$ cat config.mk
export PLATFORM = sky130hd
export DESIGN_NAME = fpadd_arbiter
export DESIGN_NICKNAME = d
export VERILOG_FILES = /design/src/rtl/fpadd_arbiter.sv
export SDC_FILE = /design/constraint.sdc
export NUM_CORES = 1
export LEC_CHECK = 0
export BUFFER_PORTS_ARGS = -buffer_cell sky130_fd_sc_hd__buf_2
export CORE_AREA = 8 8 149 151
export CTS_CLUSTER_SIZE = 30
export DETAILED_ROUTE_END_ITERATION = 12
export DIE_AREA = 0 0 157 159
export PLACE_DENSITY = 0.73
export SLEW_MARGIN = 20
export SYNTH_ARGS = -nofsm -noshare
export SYNTH_HDL_FRONTEND = slang
export SYNTH_SLANG_ARGS = --single-unit
$ cat constraint.sdc
create_clock -name clk -period 2.2 [get_ports clk]
set_input_delay 0.11 -clock clk [delete_from_list [all_inputs] [get_ports clk]]
set_output_delay 0.11 -clock clk [all_outputs]
set_load 0.01 [all_outputs]
$ cat src/rtl/fpadd_arbiter.sv
// fpadd_arbiter: round-robin front end that shares one multi-cycle FP adder
// between NUM_REQ clients. One operation is in flight at a time. A watchdog
// abandons an operation whose done pulse never arrives.
module fpadd_arbiter #(
  parameter int NUM_REQ = 4,
  parameter int ID_W    = 2,
  parameter int TIMEOUT = 64
) (
  input  logic                   clk,
  input  logic                   reset_n,
  input  logic [NUM_REQ-1:0]     req_valid,
  output logic [NUM_REQ-1:0]     req_ready,
  input  logic [32*NUM_REQ-1:0]  req_op1,
  input  logic [32*NUM_REQ-1:0]  req_op2,
  output logic                   resp_valid,
  input  logic                   resp_ready,
  output logic [ID_W-1:0]        resp_id,
  output logic [31:0]            resp_result,
  output logic                   resp_timeout,
  output logic [31:0]            adder_op1,
  output logic [31:0]            adder_op2,
  output logic                   adder_start,
  output logic                   adder_flush,
  input  logic                   adder_done,
  input  logic [31:0]            adder_result
);

  localparam int CNT_W = $clog2(TIMEOUT + 1);

  localparam logic [1:0] S_IDLE  = 2'd0;
  localparam logic [1:0] S_ISSUE = 2'd1;
  localparam logic [1:0] S_WAIT  = 2'd2;
  localparam logic [1:0] S_RESP  = 2'd3;

  logic [1:0]         r_state;
  logic [ID_W-1:0]    r_last_grant;
  logic [ID_W-1:0]    r_id;
  logic [31:0]        r_op1;
  logic [31:0]        r_op2;
  logic [31:0]        r_result;
  logic               r_timeout;
  logic               r_resp_valid;
  logic               r_start;
  logic               r_flush;
  logic [CNT_W-1:0]   r_wait_cnt;

  logic               w_found;
  logic [ID_W-1:0]    w_gnt_idx;
  logic [NUM_REQ-1:0] w_ready;
  logic [31:0]        w_op1;
  logic [31:0]        w_op2;
  logic               w_wait_expired;

  // Round-robin search: first valid requester after last_grant, wrapping.
  always_comb begin
    logic [ID_W:0] v_sum;
    w_found   = 1'b0;
    w_gnt_idx = '0;
    v_sum     = '0;
    for (int k = 1; k <= NUM_REQ; k++) begin
      v_sum = {1'b0, r_last_grant} + (ID_W+1)'(k);
      if (v_sum >= (ID_W+1)'(NUM_REQ)) begin
        v_sum = v_sum - (ID_W+1)'(NUM_REQ);
      end else begin
        v_sum = v_sum;
      end
      if (!w_found && req_valid[v_sum[ID_W-1:0]]) begin
        w_found   = 1'b1;
        w_gnt_idx = v_sum[ID_W-1:0];
      end else begin
        w_found   = w_found;
      end
    end
  end

  // Accept strobe is combinational so the grant lands on the same edge.
  always_comb begin
    w_ready = '0;
    if ((r_state == S_IDLE) && w_found) begin
      w_ready[w_gnt_idx] = 1'b1;
    end else begin
      w_ready = '0;
    end
  end

  // Winner's operand slice out of the packed operand buses.
  always_comb begin
    w_op1 = req_op1[{w_gnt_idx, 5'd0} +: 32];
    w_op2 = req_op2[{w_gnt_idx, 5'd0} +: 32];
  end

  // Watchdog fires on the last of TIMEOUT cycles spent in WAIT.
  always_comb begin
    w_wait_expired = (r_wait_cnt == CNT_W'(TIMEOUT - 1));
  end

  // Main control FSM with operand, response and pulse registers.
  always_ff @(posedge clk or negedge reset_n) begin
    if (!reset_n) begin
      r_state      <= S_IDLE;
      r_last_grant <= ID_W'(NUM_REQ - 1);
      r_id         <= '0;
      r_op1        <= 32'd0;
      r_op2        <= 32'd0;
      r_result     <= 32'd0;
      r_timeout    <= 1'b0;
      r_resp_valid <= 1'b0;
      r_start      <= 1'b0;
      r_flush      <= 1'b0;
      r_wait_cnt   <= '0;
    end else begin
      // start and flush are single-cycle pulses unless re-armed below
      r_start <= 1'b0;
      r_flush <= 1'b0;
      case (r_state)
        S_IDLE: begin
          if (w_found) begin
            r_op1   <= w_op1;
            r_op2   <= w_op2;
            r_id    <= w_gnt_idx;
            r_start <= 1'b1;
            r_state <= S_ISSUE;
          end else begin
            r_state <= S_IDLE;
          end
        end
        S_ISSUE: begin
          // a done pulse here belongs to nothing we issued; ignore it
          r_wait_cnt <= '0;
          r_state    <= S_WAIT;
        end
        S_WAIT: begin
          r_wait_cnt <= r_wait_cnt + CNT_W'(1);
          if (adder_done) begin
            // done beats a simultaneous watchdog expiry
            r_result     <= adder_result;
            r_timeout    <= 1'b0;
            r_resp_valid <= 1'b1;
            r_state      <= S_RESP;
          end else if (w_wait_expired) begin
            r_result     <= 32'd0;
            r_timeout    <= 1'b1;
            r_flush      <= 1'b1;
            r_resp_valid <= 1'b1;
            r_state      <= S_RESP;
          end else begin
            r_state <= S_WAIT;
          end
        end
        S_RESP: begin
          if (resp_ready) begin
            r_last_grant <= r_id;
            r_resp_valid <= 1'b0;
            r_state      <= S_IDLE;
          end else begin
            r_state <= S_RESP;
          end
        end
        default: begin
          r_state <= S_IDLE;
        end
      endcase
    end
  end

  assign req_ready    = w_ready;
  assign resp_valid   = r_resp_valid;
  assign resp_id      = r_id;
  assign resp_result  = r_result;
  assign resp_timeout = r_timeout;
  assign adder_op1    = r_op1;
  assign adder_op2    = r_op2;
  assign adder_start  = r_start;
  assign adder_flush  = r_flush;

endmodule

Word level (Yosys, flattened, before mapping):

Index checks and enable logic that the tools add are counted.

* eq/ne operators: 6
* add/sub/neg operators: 9
* reduce and logical (&&, ||, !) cells: 16
* shift-type cells: 2
* muxes and demuxes: 41
* $lt $le $gt $ge: 10

Operator list (number)
* indexed part select 128 x 8 -> 32 bit: 2
* two-way mux 32 bit: 2
* two-way mux 1 bit: 21
* two-way mux 2 bit: 9
* less-than comparator 2 x 3 -> 1 bit, second input constant: 5
* case mux 7 bit (2 select lines): 1
* greater-or-equal comparator 3 bit, second input constant: 4
* binary-select mux 1 bit (select 2 bit): 4
* case mux 2 bit (4 select lines): 1
* subtractor 2 x 1 -> 2 bit, second input constant: 4
* adder 7 x 1 -> 7 bit, second input constant: 1
* == test 7 x 6 -> 1 bit, second input constant: 1
* adder 2 x 2 -> 3 bit, second input constant: 2
* AND reduction 2 bit: 3
* nonzero test 2 bit: 3
* logical AND 1 bit: 5
* == test 2 bit, second input constant: 2
* two-way mux 4 bit: 1
* adder 2 x 1 -> 3 bit, second input constant: 1
* adder 2 x 3 -> 3 bit, second input constant: 1
* zero test 1 bit: 3
* != test 3 bit, second input constant: 1
* AND reduction 3 bit: 1
* demux 1 bit (select 2 bit): 1
* 5 further kinds: 5

* word-level logic and storage cells: 95
* register bits: 113
* output and inout port bits: 106

Longest topological paths before layout:

* depth after elaboration: 20
* depth in mapped cells: 9

Worst setup path before layout:

OpenSTA, ideal clock, no wires.

* path kind: reg2reg
* start: reg r_last_grant[1]
* end: reg r_op1[25], in the netlist adder_op1[25]
* period minus slack after synthesis: 1.774 ns
* data arrival time: 1.632 ns
* path slack: 0.426 ns
* library setup time: 0.142 ns
* buffers on the path: 3
* stages on the path, launching flop included: 9
* required time: 2.058 ns
* path through: dfstp_2 -> nand2_1 -> a21oi_1 -> o221a_1 -> buf_6 -> buf_12 -> buf_8 -> mux2i_1 -> o221ai_1

* word-level cells in the longest chain between the ends: 16

Ends and longest elaborated chain
* start, declared: RTL line 36 `logic [ID_W-1:0] r_last_grant;`
* start signal, assigned: RTL line 101 `r_last_grant <= ID_W'(NUM_REQ - 1);`
* start signal, assigned: RTL line 152 `r_last_grant <= r_id;`
* adder 2 x 1 -> 3 bit: RTL line 61 `v_sum = {1'b0, r_last_grant} + (ID_W+1)'(k);`
* greater-or-equal comparator 3 bit / subtractor 2 x 1 -> 2 bit (equally long branches): RTL line 62, 63
* two-way mux 2 bit: RTL line 62 `if (v_sum >= (ID_W+1)'(NUM_REQ)) begin`
* binary-select mux 1 bit (select 2 bit): RTL line 67 `if (!w_found && req_valid[v_sum[ID_W-1:0]]) begin`
* two-way mux 1 bit (implied by the code): RTL line 67
* two-way mux 1 bit: RTL line 67
* zero test 1 bit: RTL line 67
* logical AND 1 bit: RTL line 67
* two-way mux 1 bit: RTL line 67
* zero test 1 bit: RTL line 67
* logical AND 1 bit: RTL line 67
* two-way mux 1 bit: RTL line 67
* zero test 1 bit: RTL line 67
* logical AND 1 bit: RTL line 67
* two-way mux 2 bit / two-way mux 1 bit (equally long branches): RTL line 67
* indexed part select 128 x 8 -> 32 bit / AND reduction 2 bit (equally long branches)
* end signal, assigned: RTL line 118 `r_op1 <= w_op1;`
* end, declared: RTL line 38 `logic [31:0] r_op1;`

Several ways; a longest one is shown, not always the timed one. The select of a mux whose other input is x is not followed.
A chain may end at the register's enable or synchronous reset.

Worst setup path after layout:

* start: reg r_last_grant[1]
* end: out req_ready[1]

* word-level cells in the longest chain between the ends: 20

Ends and longest elaborated chain
* adder 2 x 1 -> 3 bit: RTL line 61
* greater-or-equal comparator 3 bit / subtractor 2 x 1 -> 2 bit (equally long branches): RTL line 62, 63
* two-way mux 2 bit: RTL line 62
* binary-select mux 1 bit (select 2 bit): RTL line 67
* two-way mux 1 bit (implied by the code): RTL line 67
* two-way mux 1 bit: RTL line 67
* zero test 1 bit: RTL line 67
* logical AND 1 bit: RTL line 67
* (+4 left out)
* zero test 1 bit: RTL line 67
* logical AND 1 bit: RTL line 67
* two-way mux 2 bit: RTL line 67
* less-than comparator 2 x 3 -> 1 bit (implied by the code) / greater-or-equal comparator 2 x 1 -> 1 bit (equally long branches): RTL line 80 `w_ready[w_gnt_idx] = 1'b1;`
* logical AND 1 bit (implied by the code): RTL line 80
* two-way mux 1 bit (implied by the code): RTL line 80
* demux 1 bit (select 2 bit): RTL line 80
* two-way mux 4 bit (*): RTL line 79 `if ((r_state == S_IDLE) && w_found) begin`
* end, declared: RTL line 12 `output logic [NUM_REQ-1:0] req_ready,`

Every way passes the cells marked *; elsewhere a longest branch is shown, timed or not. The select of a mux whose other input is x is not followed.

==> impl_metrics.json <==
{
  "status": "finished, final reports clean",
  "cpPeakStageDelay_ps": 590,
  "final_cell_mix": "400 x buf_2, 129 x mux2i_1, 111 x dfrtp_1",
  "clock_power_share_pct": 21.5,
  "synth_area_per_cell_um2": 11.5,
  "num_vias": 6191,
  "portBuffers": 401,
  "drcViolationCount": 0,
  "clock-sinks": 113,
  "synthTopCellsByArea": "dfrtp_1 46%, mux2i_1 22%, o221ai_1 9.3%",
  "crit_arrival_ps": 1950,
  "ios": 402,
  "internal_power_mw": 7.41,
  "insertion_delay_ps": 410,
  "netlist.area_leader.share_pct": 46.2,
  "synth-edff-count": 0,
  "postLayoutCellArea_mm2": 0.00939,
  "drt_wl_total_um": 25100,
  "core_mm2": 0.0198,
  "mostFrequentLayoutCell": "buf_2",
  "seq_power_share_pct": 29.7,
  "ys_async_sr_fraction_pct": 100,
  "drive_above_1_share_pct": 48.4,
  "drv_cap": 0,
  "antenna_found_initial": 11,
  "tns_ps": 0,
  "cts_tree": "done",
  "path_cells": "a21oi_1 -> a31oi_1 -> a21oi_1 -> nand2b_4 -> buf_8 -> nor2_1 -> buf_2",
  "start_kind": "flop",
  "grt_pass1_wl_um": 37500,
  "final.min_clock_period_ps": 2060,
  "rows": 52,
  "cts_buffer_depth": 2,
  "die_h_um": 159,
  "ir_drop_mv": 0.633,
  "cp_max_fo": 24,
  "drt-initial-drc-count": 290,
  "cp-end-kind": "primary output",
  "hold_path.class": "input port to flop",
  "pwr-share-comb_pct": 48.8,
  "skew_ps": 11.5,
  "critPathTopFamily": "flip-flops",
  "place_area_mm2": 0.00825,
  "switching_share_pct": 39.1,
  "worst_slew_pin_slew_ps": 622,
  "yosys_register_bits": 113,
  "cts_made_buffers": 17,
  "first_global_vias": 6645,
  "final_nets": 1265,
  "avgRoutedWirePerCell_um": 20.0,
  "gp_congestion": 0.906,
  "grt_max_degree": 114,
  "period_share_pct": 93.8,
  "cp_common_cell": "a21oi_1",
  "synth_ff_type": "dfrtp_1",
  "drtPass1Iterations": 5,
  "setup_violations": 0,
  "synthCells": 525,
  "dieArea_mm2": 0.0250,
  "synth_cell_types": 39,
  "die-width_um": 157,
  "dp.final_hpwl_um": 18700,
  "viasPerCell": 4.94,
  "syn2layout_area_growth_pct": 56.1,
  "grt.overflow.total": 0,
  "final_util_pct": 47.3,
  "cts-root-buf": "clkbuf_16",
  "critPathBufInv": 2,
  "drtAntennaViolNets": 0,
  "grt_usage_pct": 19.3,
  "power.switching_mw": 4.76,
  "required_ps": 2090,
  "initial_utilization_pct": 30.3,
  "max_freq_mhz": 485,
  "grt_setup_unrepaired": "no",
  "h-tree-depth": 4,
  "worstSetupPathType": "flop to primary output",
  "seq_area_frac_synth_pct": 47.1,
  "crit_slowest_cell": "dfstp_2",
  "syn_area_mm2": 0.00601,
  "synth_warnings": 0,
  "drv_slew": 0,
  "synthesis.nets": 826,
  "reg2reg_slack_ps": 160,
  "synth_area_leader_cell": "dfrtp_1",
  "p_leak_nw": 4.96,
  "cellPowerDensity_mw_per_mm2": 1300,
  "clk_pin_slew_ps": 60,
  "hold_viol_final": 0,
  "relSlewSlack_pct": 58.6
}
==> flip-flops by register name, summed over array words and instances (netlist names) <==
| register | cells |
|---|---|
| r_state | 2 |
| resp_result | 32 |
| resp_id | 2 |
| r_wait_cnt | 7 |
| adder_flush | 1 |
| resp_valid | 1 |
| adder_op2 | 32 |
| adder_op1 | 32 |
| adder_start | 1 |
| resp_timeout | 1 |
| r_last_grant | 2 |
==> final cells by class <==
cell class                 instances  area, µm²
antenna                            8       20.0
clock buffer                      17        425
clock inverter                    14        135
fill                            1810      10500
inverter                           8       30.0
multi-input combinational        358       2820
sequential                       113       2830
tap                              270        338
timing repair buffer             466       2790
==> cell usage after synthesis, drive strengths merged, types with 5 or more instances <==
library cell	number
nor2	10
inv	8
ha	5
a22o	32
a21oi	7
dfrtp	111
nand2	77
buf	22
o21ai	9
clkbuf	24
o221ai	64
mux2i	130
==> final timing paths <==
kind / startpoint / endpoint / cells past startpoint
max in group asynchronous: reset_n / adder_op1[10] / 3
setup / recovery: r_last_grant[1] / req_ready[1] / 7
hold / removal: req_op1[115] / adder_op1[19] / 3
hold reg to reg: adder_op1[15] / adder_op1[15] / 2
min in group asynchronous: reset_n / resp_result[8] / 3
setup reg to reg: r_last_grant[1] / adder_op1[10] / 7
==> tightest hold or removal path, stage by stage <==
cell and delay [ps]:
buf_2 70, mux2i_1 50, o221ai_1 150
==> routing by layer <==
metal | wire, µm | global-route usage (%) | up-vias
met5 | 13 | 0 | -
met2 | 12200 | 32.0 | 315
met3 | 2460 | 7.14 | 47
li1 | - | - | 2875
met4 | 766 | 8.61 | 2
met1 | 9630 | 21.7 | 2952
==> through the flow <==
| step | worst slack, ps | hold slack [ps] | instances | power (mW) |
|---|---|---|---|---|
| finish | 137 | 25.0 | 1254 | 12.2 |
| global route | 13.9 | 7.45 | 1254 | 13.0 |
| CTS | 14.9 | 1.30 | 1240 | 12.1 |
| detailed placement | 119 | 244 | 1169 | 9.23 |
| global placement | 202 | 243 | 1169 | 9.08 |
| floorplan | 426 | -186 | 525 | 7.26 |
==> kinds of logic (layout without fill, tap and decap cells) <==
group | Yosys count | count (layout) | share of synthesized area [%]
muxes | 132 | 132 | 22.0
AOI/OAI and AO/OA | 118 | 118 | 16.2
and+or+nand+nor | 102 | 102 | 7.09
adders and majority gates | 5 | 5 | 1.04
other | 0 | 8 | 0
xor gates and xnor gates | 1 | 1 | 0.146
buffers and inverters | 54 | 505 | 6.49
DFF | 113 | 113 | 47.1
==> power by group through the flow <==
stage | Clock (mW) | Combinational [mW] | Sequential, mW
global placement | 0 | 5.49 | 3.59
detailed placement | 0 | 5.64 | 3.59
floorplan | 0 | 3.30 | 3.97
finish | 2.62 | 5.94 | 3.61
global route | 2.79 | 6.46 | 3.73
CTS | 2.69 | 5.85 | 3.60
==> repair_timing <==
action / in CTS / in global routing
cloned: 2 / 1
setup endpoints to repair: 3 / 31
pin swaps: 1 / 1
resized for setup: 2 / 7
buffers inserted: 0 / 3
hold buffers: 38 / 2
endpoints found under the hold margin: 147 / 1
Power figures use the tool's default switching activity.
